$ cat src/rtl/mux_scan_sequencer.sv
// Purpose : sweeps the select lines of a 4:1 mux, waits SETTLE_CYCLES+1 cycles per
//           channel and snapshots the four mux outputs into one 4-bit word.
// Latency : start edge to valid = 4*(SETTLE_CYCLES+1) cycles; channel k captured at
//           edge (k+1)*(SETTLE_CYCLES+1).
// Backpressure: result/valid hold indefinitely in HOLD until ready; start together
//           with ready in HOLD begins the next scan on the same edge.
//
// Ports:
//   clk       in   rising-edge system clock
//   reset_n   in   asynchronous active-low reset
//   start     in   begin a scan (honoured in IDLE, or in HOLD together with ready)
//   abort     in   synchronous cancel, overrides every other input
//   mux_out   in   mux out pin
//   address0  out  mux select LSB (registered)
//   address1  out  mux select MSB (registered)
//   result    out  captured word, result[i] sampled with select == i
//   valid     out  result holds a complete, unconsumed scan
//   ready     in   downstream accepts result
//   busy      out  scan in progress (SETTLE or SAMPLE)

module mux_scan_sequencer #(
    parameter int unsigned SETTLE_CYCLES = 4
) (
    input  logic       clk,
    input  logic       reset_n,
    input  logic       start,
    input  logic       abort,
    input  logic       mux_out,
    output logic       address0,
    output logic       address1,
    output logic [3:0] result,
    output logic       valid,
    input  logic       ready,
    output logic       busy
);

    typedef enum logic [1:0] {
        ST_IDLE   = 2'd0,
        ST_SETTLE = 2'd1,
        ST_SAMPLE = 2'd2,
        ST_HOLD   = 2'd3
    } state_t;

    // Counter counts down to zero, so SETTLE lasts SETTLE_CYCLES cycles and the
    // following SAMPLE cycle brings the address hold time to SETTLE_CYCLES+1.
    localparam logic [7:0] CNT_RELOAD = 8'(SETTLE_CYCLES - 1);

    state_t      r_state;
    state_t      w_state_nxt;

    logic [1:0]  r_idx;
    logic [7:0]  r_cnt;
    logic [3:0]  r_shadow;
    logic [3:0]  r_result;
    logic [1:0]  r_address;
    logic        r_valid;
    logic        r_busy;

    logic [1:0]  w_idx_nxt;
    logic [7:0]  w_cnt_nxt;
    logic [3:0]  w_shadow_nxt;
    logic [3:0]  w_result_nxt;
    logic [1:0]  w_address_nxt;
    logic        w_valid_nxt;
    logic        w_busy_nxt;

    // ------------------------------------------------------------------
    // State register
    // ------------------------------------------------------------------
    always_ff @(posedge clk or negedge reset_n) begin
        if (!reset_n) begin
            r_state <= ST_IDLE;
        end else begin
            r_state <= w_state_nxt;
        end
    end

    // ------------------------------------------------------------------
    // Next-state logic; abort overrides every transition
    // ------------------------------------------------------------------
    always_comb begin
        w_state_nxt = r_state;
        if (abort) begin
            w_state_nxt = ST_IDLE;
        end else begin
            case (r_state)
                ST_IDLE: begin
                    if (start) begin
                        w_state_nxt = ST_SETTLE;
                    end
                end
                ST_SETTLE: begin
                    if (r_cnt == 8'd0) begin
                        w_state_nxt = ST_SAMPLE;
                    end
                end
                ST_SAMPLE: begin
                    if (r_idx == 2'd3) begin
                        w_state_nxt = ST_HOLD;
                    end else begin
                        w_state_nxt = ST_SETTLE;
                    end
                end
                ST_HOLD: begin
                    if (ready) begin
                        // Accept edge doubles as edge 0 of a back-to-back scan.
                        w_state_nxt = start ? ST_SETTLE : ST_IDLE;
                    end
                end
                default: w_state_nxt = ST_IDLE;
            endcase
        end
    end

    // ------------------------------------------------------------------
    // Output / datapath next values. Outputs are registered from these so
    // no input reaches an output port without passing through a flop.
    // ------------------------------------------------------------------
    always_comb begin
        w_idx_nxt    = r_idx;
        w_cnt_nxt    = r_cnt;
        w_shadow_nxt = r_shadow;
        w_result_nxt = r_result;

        if (abort) begin
            // Partial samples are discarded; the last completed result survives.
            w_idx_nxt    = 2'd0;
            w_cnt_nxt    = 8'd0;
            w_shadow_nxt = 4'd0;
        end else begin
            case (r_state)
                ST_IDLE: begin
                    if (start) begin
                        w_idx_nxt = 2'd0;
                        w_cnt_nxt = CNT_RELOAD;
                    end
                end
                ST_SETTLE: begin
                    if (r_cnt != 8'd0) begin
                        w_cnt_nxt = r_cnt - 8'd1;
                    end
                end
                ST_SAMPLE: begin
                    w_shadow_nxt[r_idx] = mux_out;
                    if (r_idx == 2'd3) begin
                        // Final channel goes straight into result alongside the
                        // three earlier shadow bits.
                        w_result_nxt = {mux_out, r_shadow[2:0]};
                        w_idx_nxt    = 2'd0;
                    end else begin
                        w_idx_nxt = r_idx + 2'd1;
                        w_cnt_nxt = CNT_RELOAD;
                    end
                end
                ST_HOLD: begin
                    if (ready && start) begin
                        w_idx_nxt = 2'd0;
                        w_cnt_nxt = CNT_RELOAD;
                    end
                end
                default: begin
                    w_idx_nxt = 2'd0;
                    w_cnt_nxt = 8'd0;
                end
            endcase
        end

        w_busy_nxt    = (w_state_nxt == ST_SETTLE) || (w_state_nxt == ST_SAMPLE);
        w_valid_nxt   = (w_state_nxt == ST_HOLD);
        // Select lines follow the channel being settled; parked at 00 otherwise.
        w_address_nxt = w_busy_nxt ? w_idx_nxt : 2'd0;
    end

    // ------------------------------------------------------------------
    // Datapath and output registers
    // ------------------------------------------------------------------
    always_ff @(posedge clk or negedge reset_n) begin
        if (!reset_n) begin
            r_idx     <= 2'd0;
            r_cnt     <= 8'd0;
            r_shadow  <= 4'd0;
            r_result  <= 4'd0;
            r_address <= 2'd0;
            r_valid   <= 1'b0;
            r_busy    <= 1'b0;
        end else begin
            r_idx     <= w_idx_nxt;
            r_cnt     <= w_cnt_nxt;
            r_shadow  <= w_shadow_nxt;
            r_result  <= w_result_nxt;
            r_address <= w_address_nxt;
            r_valid   <= w_valid_nxt;
            r_busy    <= w_busy_nxt;
        end
    end

    assign address0 = r_address[0];
    assign address1 = r_address[1];
    assign result   = r_result;
    assign valid    = r_valid;
    assign busy     = r_busy;

endmodule

$ cat config.mk
export PLATFORM = sky130hd
export DESIGN_NAME = mux_scan_sequencer
export DESIGN_NICKNAME = d
export VERILOG_FILES = /design/src/rtl/mux_scan_sequencer.sv
export SDC_FILE = /design/constraint.sdc
export NUM_CORES = 1
export LEC_CHECK = 0
export ABC_AREA = 1
export CAP_MARGIN = 20
export CELL_PAD_IN_SITES_DETAIL_PLACEMENT = 0
export CELL_PAD_IN_SITES_GLOBAL_PLACEMENT = 1
export CORE_UTILIZATION = 30
export CTS_CLUSTER_SIZE = 30
export DETAILED_ROUTE_END_ITERATION = 12
export PLACE_DENSITY = 0.68
export SYNTH_ARGS = -nofsm -noshare
export SYNTH_HDL_FRONTEND = slang
export SYNTH_SLANG_ARGS = --single-unit
$ cat constraint.sdc
create_clock -name clk -period 1.9 [get_ports clk]
set_clock_uncertainty 0.1 [all_clocks]
set_input_delay 0.38 -clock clk [delete_from_list [all_inputs] [get_ports clk]]
set_output_delay 0.38 -clock clk [all_outputs]
set_load 0.02 [all_outputs]
==> results of run 1 <==
## registers in the layout, summed over array words and instances (netlist names)
name / count
busy: 1
r_shadow: 3
valid: 1
result: 4
r_address: 2
r_idx: 2
r_cnt: 8
r_state: 2
## kinds of logic after synthesis
kind of cell / after synthesis / synth area share [%]
compound gates: 19 / 8.392
flops: 23 / 46.51
buf+inv: 21 / 6.471
xor+xnor: 5 / 3.539
fa+ha+maj: 6 / 6.067
mux: 3 / 2.730
simple gates: 64 / 26.29
## worst paths after layout
| kind | cells past startpoint | slack (ns) | start | endpoint |
|---|---|---|---|---|
| worst max register to register | 9 | 0.16 | r_cnt[0] | r_address[0] |
| worst min register to register | 2 | 0.40 | result[3] | result[3] |
| worst min-delay path | 2 | 0.37 | reset_n | r_cnt[3] |
| max in group asynchronous | 2 | 1.10 | reset_n | r_idx[1] |
| min in group clk | 2 | 0.40 | result[3] | result[3] |
| worst max-delay path | 9 | 0.16 | r_cnt[0] | r_address[0] |
## critical path: cells and delay by family (launching register included)
family                   cells  cell delay, ns
flip-flops                   1            0.42
adder cells (fa/ha/maj)      2            0.40
AO/OA/AOI/OAI                1            0.21
AND/OR/NAND/NOR              4            0.37
buffers and inverters        2            0.13
## cell type report
| type | instances | area (um2) | area share [%] |
|---|---|---|---|
| flip-flops and latches | 23 | 575.6 | 36.05 |
| inverters | 20 | 75.07 | 4.702 |
| clock buffers | 4 | 45.04 | 2.821 |
| repair buffers | 25 | 220.2 | 13.79 |
| well taps | 48 | 60.06 | 3.762 |
| multi-input cells | 97 | 620.6 | 38.87 |
## where the power goes
| group | switching, mW | leakage [nW] | internal, mW | total, mW |
|---|---|---|---|---|
| logic | 0.388 | 0.434 | 0.302 | 0.690 |
| registers | 0.0686 | 0.313 | 0.559 | 0.628 |
| clock network | 0.157 | 0.0228 | 0.150 | 0.306 |
## synthesized netlist by cell type (all sizes together)
cell | instances | area [um2]
xnor2 | 1 | 8.760
mux2 | 3 | 33.78
buf | 1 | 5.000
o2111ai | 1 | 8.760
dfrtp | 23 | 575.6
nand4 | 3 | 18.77
ha | 6 | 75.07
xor2 | 4 | 35.03
a21oi | 4 | 20.02
nand3 | 17 | 102.6
a31oi | 1 | 6.260
nand2 | 26 | 112.6
clkinv | 1 | 3.750
o21ai | 13 | 68.81
inv | 19 | 71.32
nor2 | 18 | 91.34
## routing by layer
layer	GRT usage [%]	part of all wire, %
met1	17.20	45
met2	24.62	50
met3	2.759	3.3
met4	3.457	1.5
met5	0	0
## cells in the final DEF (no fill, tap or decap), types with 4 or more instances in the layout
cell	n
ha_1	4
buf_4	12
inv_1	18
clkdlybuf4s50_1	13
o21ai_0	7
nand2_1	22
nor2_1	15
dfrtp_1	23
o21ai_1	5
nand3_1	15
a21oi_1	4
xor2_1	4
## what timing repair did
action / in CTS / in global routing
resized for setup: 0 / 7
setup endpoints to repair: 0 / 2
buffers inserted: 0 / 1
hold endpoints to repair: 0 / 0
==> qor.txt, run 1 <==
I/O pin total: 14
Final Non-Filler Cells: 217
Final core occ: 42.03%
Leakage: 0.7693 nW
Routed vias: 1009
Library cells used by synthesis: 24
Port-buffer cells: 13
Vias in the first global route: 1069
HP Class: in -> async
#FFs+latches synth: 23
Syn nets: 153
DRT Pass-1 Iters: 4
WP data required: 1.96 ns
WP data arrival: 1.81 ns
H-tree Lvls: 1
Row count: 22
Worst Path Max Fanout: 3
Clk root buf: clkbuf_8
DIE HEIGHT: 66.23 um
Die width: 66.23 um
Tot Pwr: 1.624 mW
Status: finished, final reports clean
Fin. Hold Viols: 0
Startpoint types: register
Critical path cell sequence: inv_2, ha_2, nand2_1, nor2_2, nand3_2, a31oi_4, ha_4, inv_1, nor2_1
RePlAce Congestion: 0.8414
Placed cells: 212
WHS: 0.3669 ns
Grt total ovfl: 0
Max_cap viols: 0
DRC Markers: 0
Max clock buf depth: 2
Antenna-violating nets left: 0
Total clock sinks: 23
Maximum VDD drop: 0.0004702 V
Final worst path period need: 1.744 ns
Hpwl dp: 1913 um
Critical Path End Type: register
Slew HR: 80.33%
Max incr delay on CP: 0.42 ns
Area Growth Syn to Fin: 29.02%
Core Area: 3799 um2
YS warnings: 0
Final setup fails: 0
Max Clock Freq: 573.5 MHz
Worst-margin pin slew: 0.2951 ns
Filler cells: 392
Cell area after placement: 1505 um2
Final worst-path cycle share: 91.77%
Pre-CTS setup slack: 0.01700 ns
Initial antenna violation count: 0
Hold_buf cts: 0
Cts bufs inserted: 3
Kind of critical path: reg -> reg
Die area: 4386 um2
Total wire length: 2549 um
Layout cells sized above 1: 19.53%
Post-layout net count: 182
Setup_tns: 0 ns
Mean Syn Cell Area: 8.776 um2
First-pass GRT wire length: 4719 um
Fin. max-slew vios: 0
RSZ-0062 raised after global routing: false
Crit-path slowest cell: dfrtp_1
Gate Count Post-Synth: 141
Post-Syn Area: 1237 um2
Pwr dens: 1017 nW/um2
Post-Layout Inst Area: 1597 um2
Pin count of the biggest net entering global routing: 24
Clock latency on the worst-skew pair: 0.26 ns
WL/cell: 11.75 um
Setup ws final: 0.1564 ns
N_diodes: 0
TritonCTS clock tree: built
GRT Resource Usage Total: 13.94%
Sequential fraction of the synthesis area: 46.51%
Initial core utilization: 32.58%
Reg clk slew, reported paths: 0.08 ns
DR iter-0 viols: 34
Post-DR vias/cell: 4.650
No activity file was read; power rests on OpenSTA's default activity.
==> inputs of run 2 (changes only) <==
- ABC_AREA: 1 -> not set
- CORE_ASPECT_RATIO: not set -> 0.8
- PLACE_DENSITY: 0.68 -> 0.66
==> qor.txt, run 2 <==
Status: finished with violations
Failing checks: setup timing
YS warnings: 0 (unchanged)
I/O pin total: 14 (unchanged)
Mean Syn Cell Area: 10.61 um2 (+21%)
Routed vias: 980 (-2.9%)
N_diodes: 0 (unchanged)
Die width: 72.38 um (+9.3%)
Met2 Wirelength: 1214 um (-4.4%)
Grt total ovfl: 0 (unchanged)
Setup ws final: -0.2052 ns (-0.3617 ns)
Synth area leaders: dfrtp_1 48%, ha_1 6.3%, mux2_2 3.8%
Pwr dens: 938.5 nW/um2 (-7.8%)
H-tree Lvls: 1 (unchanged)
Total clock sinks: 23 (unchanged)
First-pass GRT wire length: 4326 um (-8.3%)
Top-count cell post-synth: dfrtp_1
Total wire length: 2698 um (+5.8%)
Slew HR: 73.66% (-6.7 points)
Gate Count Post-Synth: 112 (-21%)
Post-layout net count: 169 (-7.1%)
DRT Pass-1 Iters: 4 (unchanged)
Row count: 20 (-9.1%)
Initial core utilization: 31.25% (-1.3 points)
Wire length on met1: 1405 um (+21%)
Post-Syn Area: 1189 um2 (-3.9%)
Capture point of the worst reg-to-reg path: r_address[1]
Final worst-path cycle share: 110.8% (+19 points)
DRC Markers: 0 (unchanged)
Cell area after placement: 1569 um2 (+4.2%)
Sequential fraction of the synthesis area: 48.42% (+1.9 points)
Leakage: 0.8210 nW (+6.7%)
Worst-margin pin slew: 0.3938 ns (+0.09875 ns)
RePlAce Congestion: 0.7383 (-12%)
Crit Reg-Reg Startpoint: r_cnt[1]
Maximum VDD drop: 0.0005961 V (+27%)
Core Area: 3804 um2 (+0.13%)
Syn nets: 124 (-19%)
Die area: 4219 um2 (-3.8%)
Worst Path Max Fanout: 3 (unchanged)
Final core occ: 45.59% (+3.6 points)
Most frequent cells in the layout: 30 x buf_4, 23 x dfrtp_1, 13 x clkdlybuf4s50_1, 9 x nand2_1, 8 x a21oi_1
Startpoint types: register
Commonest cells in the netlist: 23 x dfrtp_1, 9 x nand2_1, 8 x a21oi_1, 6 x ha_1
Area Growth Syn to Fin: 45.89%
#FFs+latches synth: 23 (unchanged)
Fin. max-slew vios: 0 (unchanged)
Antenna-violating nets left: 0 (unchanged)
Hpwl dp: 1995 um (+4.3%)
RSZ-0062 raised after global routing: true
Ys flop type: dfrtp_1
Max_cap viols: 0 (unchanged)
Final setup fails: 6 (+6)
Critical Path End Type: register
DIE HEIGHT: 58.30 um (-12%)
Initial antenna violation count: 0 (unchanged)
Biggest area consumer among synthesized cells: dfrtp_1
Synth top area share: 48.42% (+1.9 points)
Cts bufs inserted: 3 (unchanged)
WL/cell: 12.79 um (+8.9%)
Asr flop ratio synth: 100.0% (unchanged)
Kind of critical path: reg -> reg
GRT Resource Usage Total: 14.18% (+0.24 points)
DR iter-0 viols: 24 (-29%)
Clk root buf: clkbuf_8
Pin count of the biggest net entering global routing: 24 (unchanged)
Max reg flops: 8 (unchanged)
DR WL met3: 62 um (-25%)
WP data arrival: 2.16 ns (+0.35 ns)
Most common cell after layout, fill and taps aside: buf_4
TritonCTS clock tree: built
Worst R2R Path Depth: 8 (-1)
Post-Layout Inst Area: 1734 um2 (+8.6%)
Final worst path period need: 2.105 ns (+0.3617 ns)
EDFF count, synth: 0 (unchanged)
Reg clk slew, reported paths: 0.08 ns (about the same)
Most flops, register: r_cnt
Fin. Hold Viols: 0 (unchanged)
HP Class: in -> async
Hold_buf cts: 0 (unchanged)
Worst Setup SP: r_cnt[1]
Post-DR vias/cell: 4.645 (-0.11%)
Port-buffer cells: 13 (unchanged)
WP data required: 1.96 ns (about the same)
Library cells used by synthesis: 42 (+75%)
Layout cells sized above 1: 35.26% (+16 points)
Max Clock Freq: 475.0 MHz (-17%)
WHS: 0.3563 ns (-0.01065 ns)
Clock latency on the worst-skew pair: 0.26 ns (about the same)
Setup slack, reg-to-reg: -0.21 ns (-0.36 ns)
Max clock buf depth: 2 (unchanged)
Top Layer Used: met4
Vias in the first global route: 879 (-18%)
[run 2: changes by cell type after synthesis, sizes merged, moves of 4 or more]
cell | before | now
a211o | 0 | 4
inv | 19 | 4
nand2 | 26 | 9
nand3 | 17 | 5
xor2 | 4 | 0
o21ai | 13 | 0
nor2 | 18 | 2
nor3 | 0 | 5
a21oi | 4 | 8
[run 2: what timing repair did]
action                     4_1_cts  5_1_grt
setup endpoints to repair        7        9
resized for setup                8        4
pin swaps                        6        9
setup buffers                    1        7
[run 2: critical path: stages, from the launching register on]
cell and delay [ns]:
dfrtp_1 0.40, inv_2 0.08, ha_4 0.12, nor3b_4 0.18
nand2_1 0.09, or2_4 0.27, a311oi_4 0.31, ha_1 0.30
and2_1 0.14
[run 2: how the worst max path moves through the flow]
| stage | endpoint | cells past startpoint | slack [ns] |
|---|---|---|---|
| after detailed placement | r_address[1] | 8 | -0.24 |
| after floorplan | r_address[0] | 8 | -0.19 |
| after global placement | r_address[1] | 8 | -0.22 |
| after global routing | r_address[1] | 8 | -0.32 |
| after CTS | r_address[1] | 8 | -0.21 |
| final | r_address[1] | 8 | -0.21 |
[run 2: area by class of cell]
cell class,instances,area (um2)
fill,377,2069
multi-input combinational,81,663.1
sequential,23,575.6
timing repair buffer,44,366.6
tap,55,68.82
clock buffer,4,45.04
inverter,4,15.01
[run 2: where the power goes]
group          switching (mW)  internal, mW  total (mW)
sequential             0.0582         0.540       0.599
combinational           0.305         0.424       0.730
clock                   0.150         0.150       0.299
total                   0.513          1.11        1.63
[run 2: per-layer routing]
layer / vias up / global-route usage (%)
met1: 470 / 21.09
li1: 499 / -
met5: - / 0
met3: 2 / 3.767
met2: 9 / 19.76
met4: 0 / 5.042
[run 2: cell families after synthesis]
kind of cell	synth area share, %
AND/OR/NAND/NOR	20.84
flip-flops	48.42
adder cells (fa/ha/maj)	6.316
AO/OA/AOI/OAI	16.95
buffers and inverters	2.947
multiplexers	3.789
XOR/XNOR	0.7370
[run 2: through the flow]
stage / power, mW / TNS (ns) / setup WS [ns] / cells
2_1_floorplan: 0.9218 / -0.5562 / -0.1884 / 112
3_3_place_gp: 1.174 / -1.640 / -0.2198 / 199
3_5_place_dp: 1.193 / -1.939 / -0.2447 / 199
6_report: 1.627 / -0.7976 / -0.2052 / 211
5_1_grt: 1.740 / -1.449 / -0.3151 / 211
4_1_cts: 1.549 / -0.6876 / -0.2126 / 204
==> inputs of run 3 (changes only) <==
- PLACE_DENSITY: 0.66 -> 0.64
- RECOVER_POWER: not set -> 25
- clock period: 1.9 -> 2.6 ns (I/O delays scaled with it)
==> qor.txt, run 3 (synthesis gave the netlist of run 2 again) <==
Status: finished, final reports clean
Leakage: 0.6788 nW (-17%)
Final setup fails: 0 (-6)
RePlAce Congestion: 0.7503 (+1.6%)
Hold_buf cts: 0 (unchanged)
Post-CTS sizing: 0 (-8)
Worst R2R Path Depth: 8 (unchanged)
Worst Setup EP: r_address[0]
Crit-path slowest cell: dfrtp_1
DRC Markers: 0 (unchanged)
Port-buffer cells: 13 (unchanged)
Kind of critical path: reg -> reg
CP dominant cell by count: ha_1
Setup_tns: 0 ns (+0.7976 ns)
Capture point of the worst reg-to-reg path: r_address[0]
Clock latency on the worst-skew pair: 0.26 ns (about the same)
Total wire length: 2412 um (-11%)
Setup slack, reg-to-reg: 0.23 ns (+0.44 ns)
Worst-margin pin slew: 1.292 ns (+0.8978 ns)
Slew HR: 13.89% (-60 points)
Row count: 20 (unchanged)
WP data arrival: 2.42 ns (+0.26 ns)
Startpoint types: register
Most frequent cells in the layout: 23 x dfrtp_1, 12 x clkdlybuf4s50_1, 9 x nand2_1, 8 x a21oi_1, 6 x ha_1
Post-DR vias/cell: 4.833 (+4.1%)
DR iter-0 viols: 61 (+150%)
Maximum VDD drop: 0.0002205 V (-63%)
Critical path cell sequence: inv_1, ha_1, nor3b_1, nand2_1, or2_2, a311oi_1, ha_1, and2_1
DRT Pass-1 Iters: 4 (unchanged)
Max reg flops: 8 (unchanged)
Die width: 72.38 um (unchanged)
WP data required: 2.66 ns (+0.70 ns)
Layout cells sized above 1: 14.50% (-21 points)
Total clock sinks: 23 (unchanged)
Initial core utilization: 31.25% (unchanged)
Filler cells: 399 (+5.8%)
Most common cell after layout, fill and taps aside: dfrtp_1
Fin. max-slew vios: 0 (unchanged)
TritonCTS clock tree: built
Final core occ: 38.26% (-7.3 points)
I/O pin total: 14 (unchanged)
Die area: 4219 um2 (unchanged)
Max_cap viols: 0 (unchanged)
First-pass GRT wire length: 4353 um (+0.62%)
Cts bufs inserted: 3 (unchanged)
Final worst-path cycle share: 90.98% (-20 points)
Vias in the first global route: 928 (+5.6%)
Max clock buf depth: 2 (unchanged)
Initial antenna violation count: 0 (unchanged)
Post-layout net count: 144 (-15%)
Final worst path period need: 2.365 ns (+0.2602 ns)
Clk root buf: clkbuf_8
Antenna-violating nets left: 0 (unchanged)
Most flops, register: r_cnt
H-tree Lvls: 1 (unchanged)
Fin. Hold Viols: 0 (unchanged)
N_diodes: 0 (unchanged)
RSZ-0062 raised after global routing: false
WL/cell: 12.97 um (+1.4%)
Post-CTS Setup Inserts: 0 (-1)
Worst Setup SP: r_cnt[0]
Routed vias: 899 (-8.3%)
Reg clk slew, reported paths: 0.08 ns (about the same)
Core Area: 3804 um2 (unchanged)
Area Growth Syn to Fin: 22.42%
Pwr dens: 665.4 nW/um2 (-29%)
Pin count of the biggest net entering global routing: 24 (unchanged)
DIE HEIGHT: 58.30 um (unchanged)
GRT Resource Usage Total: 13.36% (-0.82 points)
Hpwl dp: 1760 um (-12%)
Max incr delay on CP: 0.41 ns (about the same)
Crit Reg-Reg Startpoint: r_cnt[0]
HP Class: reg -> reg
Worst Path Max Fanout: 4 (+1)
Critical Path End Type: register
Grt total ovfl: 0 (unchanged)
Max Clock Freq: 422.7 MHz (-11%)
[run 3: final cells by class]
class                      instances  area (um2)  area share (%)
inverter                           4       15.01           1.032
sequential                        23       575.6           39.55
multi-input combinational         81       578.1           39.72
tap                               55       68.82           4.729
timing repair buffer              19       171.4           11.78
clock inverter                     1       5.005          0.3439
clock buffer                       3       41.29           2.837
[run 3: how the worst min path moves through the flow]
| stage | to | cells after the start | start |
|---|---|---|---|
| after floorplan | busy | 0 | reset_n |
| after global placement | result[1] | 1 | result[1] |
| after detailed placement | result[1] | 1 | r_shadow[1] |
| after CTS | result[2] | 1 | r_shadow[2] |
| after global routing | result[2] | 1 | result[2] |
| final | result[1] | 1 | r_shadow[1] |
[run 3: stage by stage]
stage	total power, mW	instances	worst slack [ns]	area, um2	hold WS, ns
CTS	0.9854	186	0.2297	1459	0.4140
global placement	0.7468	182	0.2747	1413	0.3881
global route	1.042	186	0.05777	1455	0.4336
floorplan	0.6464	112	0.2987	1189	0.1244
detailed placement	0.7557	182	0.2337	1413	0.3973
finish	0.9683	186	0.2345	1455	0.4102
[run 3: routing by layer]
| layer | up-vias | wire, um | global-route usage, % |
|---|---|---|---|
| met1 | 435 | 1233 | 18.78 |
| met2 | 12 | 1087 | 20.03 |
| met5 | - | 0 | 0 |
| li1 | 450 | - | - |
| met3 | 2 | 70 | 2.568 |
| met4 | 0 | 21 | 6.162 |
[run 3: power breakdown]
part	internal [mW]	leakage [nW]	switching (mW)	total, mW
clock	0.107	0.0255	0.114	0.221
sequential	0.395	0.313	0.0474	0.442
combinational	0.152	0.340	0.153	0.305
total	0.654	0.679	0.314	0.968
[run 3: critical path: cells and delay by family, from the launching register on]
kind                       cells  cell delay, ns
AOI/OAI and AO/OA              1            0.35
adders and majority gates      2            0.51
buffers and inverters          1            0.09
DFF                            1            0.41
and+or+nand+nor                4            0.80
==> patch 1, RTL diff (settings of run 1) <==
Make the reset (`reset_n`) synchronous in 2 clocked blocks. Comments in the files are not updated.
--- a/src/rtl/mux_scan_sequencer.sv
+++ b/src/rtl/mux_scan_sequencer.sv
@@ -67,7 +67,7 @@
     // ------------------------------------------------------------------
     // State register
     // ------------------------------------------------------------------
-    always_ff @(posedge clk or negedge reset_n) begin
+    always_ff @(posedge clk) begin
         if (!reset_n) begin
             r_state <= ST_IDLE;
         end else begin
@@ -174,7 +174,7 @@
     // ------------------------------------------------------------------
     // Datapath and output registers
     // ------------------------------------------------------------------
-    always_ff @(posedge clk or negedge reset_n) begin
+    always_ff @(posedge clk) begin
         if (!reset_n) begin
             r_idx     <= 2'd0;
             r_cnt     <= 8'd0;
Function: differs if reset_n is asserted again (counterexample within 4 cycles, from zero or initial values and one cycle with reset_n low); with reset_n held inactive, the same outputs for 10 cycles.
==> patch 1 against run 1 <==
  * Fmax shrank 1.8%
  * Core utilization shrank 1.2 points
  * Sequential cell count is the same
  * Area after synthesis shrank 6.3%
  * Critical endpoint is now r_address[1]
  * Die area shrank 6.1%
  * Worst setup slack lost 0.031 ns
  * Final area shrank 5.7%
  * Non-clock buffer count grew 2
  * Routed wire length grew 2.2%
Power is not compared: it rests on default switching activity, and its combinational part moved more than twofold at a synthesized area within 25%.
==> patch 1: results (changes against run 1) <==
* Sequential fraction of the synthesis area at 39.7% (was 46.5%)
* Fraction of registers with async set/reset at 0% (was 100%)
* Critical path arrival at 1.87 ns (was 1.81 ns)
* Syn_nets at 181 (was 153)
* Outcome: finished, final reports clean (unchanged)
* Worst r2r dst: r_address[1] (was r_address[0])
* Layout area overhead at 29.8% (was 29.0%)
* Filler cells at 398 (was 392)
* Reg2reg path depth at 12 (was 9)
* Static leakage at 0.706 nW
* Inverter count at 24 (was 20)
* Multi-input gates at 120 (was 97)
* GPL Wtd Cong at 0.773 (was 0.841)
* Crit-path leading delay family: buffers and inverters (was flip-flops)
* Share of layout cells above drive strength 1 at 13.1% (was 19.5%)
* Hold Crit Class: register to register (was primary input to asynchronous set/reset pin)
* First-pass GRT wire length at 4540 um (was 4720 um)
* DP Area at 1450 um^2 (was 1510 um^2)
* CP max stage cell: clkdlybuf4s50_1 (was dfrtp_1)
* Largest net degree at the start of global routing at 15 (was 24)
* Clock network area share at 3.24% (was 2.82%)
* Placement Setup Slack at -0.192 ns (was 0.0170 ns)
* DR iter-0 viols at 41 (was 34)
* Max FO, Critical Path at 2 (was 3)
* Buffering overhead at 15.6% (was 13.8%)
* Vias per Instance at 4.47 (was 4.65)
* Synth Warn # at 0 (unchanged)
* Met1 wire length at 1170 um (was 1160 um)
* Met1 GRT Util at 14.3% (was 17.2%)
* Reg2reg setup slack at 0.13 ns (was 0.16 ns)
* Placed cell count at 242 (was 212)
* Main flop type after synthesis: dfxtp_1 (was dfrtp_1)
* Drt wl/cell at 10.6 um (was 11.7 um)
* Relative slew slack at 71.4% (was 80.3%)
* Non-clk bufs at 27 (was 25)
* Hpwl dp at 2060 um (was 1910 um)
* Vias in the first global route at 1102 (was 1069)
* Metal2 WL at 1350 um (was 1270 um)
* Final Non-Filler Cells at 246 (was 217)
* FFs & Latches at 23 (unchanged)
* Synth cell types at 20 (was 24)
* Overall Global Routing Usage at 14.4% (was 13.9%)
* Met2 Use GR at 28.5% (was 24.6%)
* Synth top cells by count: nand2_1, nor2_1, dfxtp_1 (was dfrtp_1, nand2_1, inv_1)
* # nets final at 212 (was 182)
* Metal3 WL at 66 um (was 83 um)
* Area contributors post-synth: dfxtp_1, nand2_1, nor2_1, ha_1, inv_1 (was dfrtp_1, nand2_1, ha_1, nand3_1, inv_1)
* Worst path max stage delay at 0.45 ns (was 0.42 ns)
* Die area at 4120 um^2 (was 4390 um^2)
* WHS at 0.387 ns (was 0.367 ns)
* Storage cell area at 460 um^2 (was 576 um^2)
* Worst-path clk slew at 0.08 ns (about the same)
* Met3 usage at 3.93% (was 2.76%)
* Multi-input combinational area share at 40.5% (was 38.9%)
* Synth Instances at 168 (was 141)
* Critical R2R Launch: r_cnt[1] (was r_cnt[0])
-- patch 1: cell count changes in the layout (fill, tap and decap cells not counted), moves of 5 or more --
| cell | delta |
|---|---|
| a21oi_1 | +5 |
| o21ai_1 | -5 |
| nand2_1 | +18 |
| dfrtp_1 | -23 |
| dfxtp_1 | +23 |
| nor2_1 | +15 |
-- patch 1: how the worst max path moves through the flow --
stage	from	cells after the start	end	slack [ns]
after floorplan	r_cnt[0]	10	r_address[1]	0.23
after global placement	ready	8	r_address[1]	-0.19
after detailed placement	ready	8	r_address[1]	-0.19
after CTS	r_cnt[2]	10	r_address[1]	0.07
after global routing	r_cnt[1]	12	r_address[1]	0.02
final	ready	12	r_address[1]	0.13
-- patch 1: cell families after synthesis --
kind of cell | share of synthesized area, %
buf+inv | 8.20
fa+ha+maj | 7.55
flops | 39.7
xor+xnor | 2.27
compound gates | 8.31
simple gates | 34.0
-- patch 1: report_power, final --
part           switching (W)  internal (W)
Combinational      0.0000814     0.0000629
Clock               0.000165      0.000148
Sequential        0.00000654      0.000491
==> patch 2, RTL diff (config.mk and constraints of run 1) <==
Made on the original files. Encoding of `state_t`: now one-hot (4 bits for 4 states).
--- a/src/rtl/mux_scan_sequencer.sv
+++ b/src/rtl/mux_scan_sequencer.sv
@@ -34,11 +34,11 @@
     output logic       busy
 );
 
-    typedef enum logic [1:0] {
-        ST_IDLE   = 2'd0,
-        ST_SETTLE = 2'd1,
-        ST_SAMPLE = 2'd2,
-        ST_HOLD   = 2'd3
+    typedef enum logic [3:0] {
+        ST_IDLE   = 4'b0001,
+        ST_SETTLE = 4'b0010,
+        ST_SAMPLE = 4'b0100,
+        ST_HOLD   = 4'b1000
     } state_t;
 
     // Counter counts down to zero, so SETTLE lasts SETTLE_CYCLES cycles and the
Check against the original RTL: no difference found for any inputs over 10 cycles, from zero or initial values and one cycle with reset_n low; not proved beyond that.
==> patch 2 against run 1 <==
  * Sequential cell count up 2
  * Area after synthesis rose by 23%
  * Sequential share of layout area down 1.5 points
  * Worst setup slack improved by 0.0040 ns
  * Worst hold slack improved by 0.012 ns
  * Final area grew 13%
  * Core utilization is 4.2 points lower
  * Routed wire length up 30%
Power is not compared: it rests on default switching activity, and its combinational part moved more than twofold at a synthesized area within 25%.
==> patch 2: results (changes against run 1) <==
* Sequential fraction of the synthesis area at 41.2% (was 46.5%)
* Area contributors post-synth: dfrtp_1, nand2_1, nor2_1, inv_1, ha_1 (was dfrtp_1, nand2_1, ha_1, nand3_1, inv_1)
* Worst path max stage delay at 0.61 ns (was 0.42 ns)
* DR iter-0 viols at 89 (was 34)
* Synth Instances at 210 (was 141)
* Filler cells at 516 (was 392)
* Worst slew pin tran at 0.337 ns (was 0.295 ns)
* Die area at 5360 um^2 (was 4390 um^2)
* Final Non-Filler Cells at 298 (was 217)
* Drt pass-1 iters at 4 (unchanged)
* Worst Setup SP: result[3] (was r_cnt[0])
* Initial antenna violation count at 0 (unchanged)
* Synth top cells by count: nand2_1, nor2_1, dfrtp_1 (was dfrtp_1, nand2_1, inv_1)
* Synth Warn # at 0 (unchanged)
* Max FFs per register at 8 (unchanged)
* CP max stage cell: clkdlybuf4s50_1 (was dfrtp_1)
* GPL Wtd Cong at 0.826 (was 0.841)
* Hpwl dp at 2480 um (was 1910 um)
* Vias per Instance at 4.40 (was 4.65)
* Clock H-tree levels at 1 (unchanged)
* Max FO, Critical Path at 2 (was 3)
* Syn_nets at 221 (was 153)
* Outcome: finished, final reports clean (unchanged)
* Synth cell types at 22 (was 24)
* Clock buffer depth at 2 (unchanged)
* CTS root buf: clkbuf_8 (unchanged)
* Top reg by flops: r_cnt (unchanged)
* Share of layout cells above drive strength 1 at 13.4% (was 19.5%)
* DRT Wirelength at 3320 um (was 2550 um)
* First-pass GRT wire length at 5820 um (was 4720 um)
* VDD IR max at 364 uV
* Critical R2R Launch: r_cnt[0] (unchanged)
* Largest net degree at the start of global routing at 26 (was 24)
* Critical path arrival at 1.26 ns (was 1.81 ns)
* Overall Global Routing Usage at 14.4% (was 13.9%)
* Placement Setup Slack at 0.0663 ns (was 0.0170 ns)
* Crit-path leading delay family: buffers and inverters (was flip-flops)
* Vias in the first global route at 1228 (was 1069)
* # nets final at 243 (was 182)
* CTS buffer count at 3 (unchanged)
* Placed cell count at 294 (was 212)
* # diodes at 0 (unchanged)
==> patch 2: cell count changes after synthesis, sizes merged, moves of 3 or more <==
cell and change:
inv +10, mux2 -3, nand2 +50, nand3 -5
nor2 +20, o21ai -3, xor2 -4
==> patch 2: final cells by class <==
type,count,area [um^2],share of cell area [%]
inverter,29,111,6.15
multi-input combinational,156,783,43.2
tap,67,83.8,4.63
clock inverter,1,5.00,0.276
clock buffer,3,41.3,2.28
sequential,25,627,34.6
timing repair buffer,17,160,8.84
==> patch 2: logic make-up after synthesis <==
group           after synthesis  synth area share, %
simple gates                132                 40.5
buf+inv                      29                 7.32
flops                        25                 41.2
compound gates               18                 6.25
fa+ha+maj                     5                 4.11
xor+xnor                      1                0.576
==> patch 2: final timing paths <==
path	end	slack, ns	cells past startpoint
min	r_state[1]	0.38	2
min reg2reg	result[2]	0.38	2
max	result[3]	0.16	1
max reg2reg	r_cnt[3]	0.30	9
max in group asynchronous	r_state[0]	1.03	2
min in group clk	result[2]	0.38	2
==> patch 2: report_power, final <==
group / total, W / internal, W / switching [W]
Sequential: 0.000573 / 0.000553 / 0.0000198
Combinational: 0.000244 / 0.0000861 / 0.000158
Clock: 0.000325 / 0.000147 / 0.000178
Total: 0.00114 / 0.000786 / 0.000355
==> patch 2: per-stage QoR <==
stage,total power (W),instance area (um^2)
after global placement,0.000833,1770
after CTS,0.00116,1810
after detailed placement,0.000829,1770
final,0.00114,1810
after floorplan,0.000747,1520
after global routing,0.00121,1810
==> patch 2: routing by layer <==
metal	wire length, um	vias up	GRT usage (%)
met4	47	0	5.23
met1	1770	598	20.9
met5	0	-	0
met2	1420	15	21.8
met3	87	4	1.93
li1	-	694	-
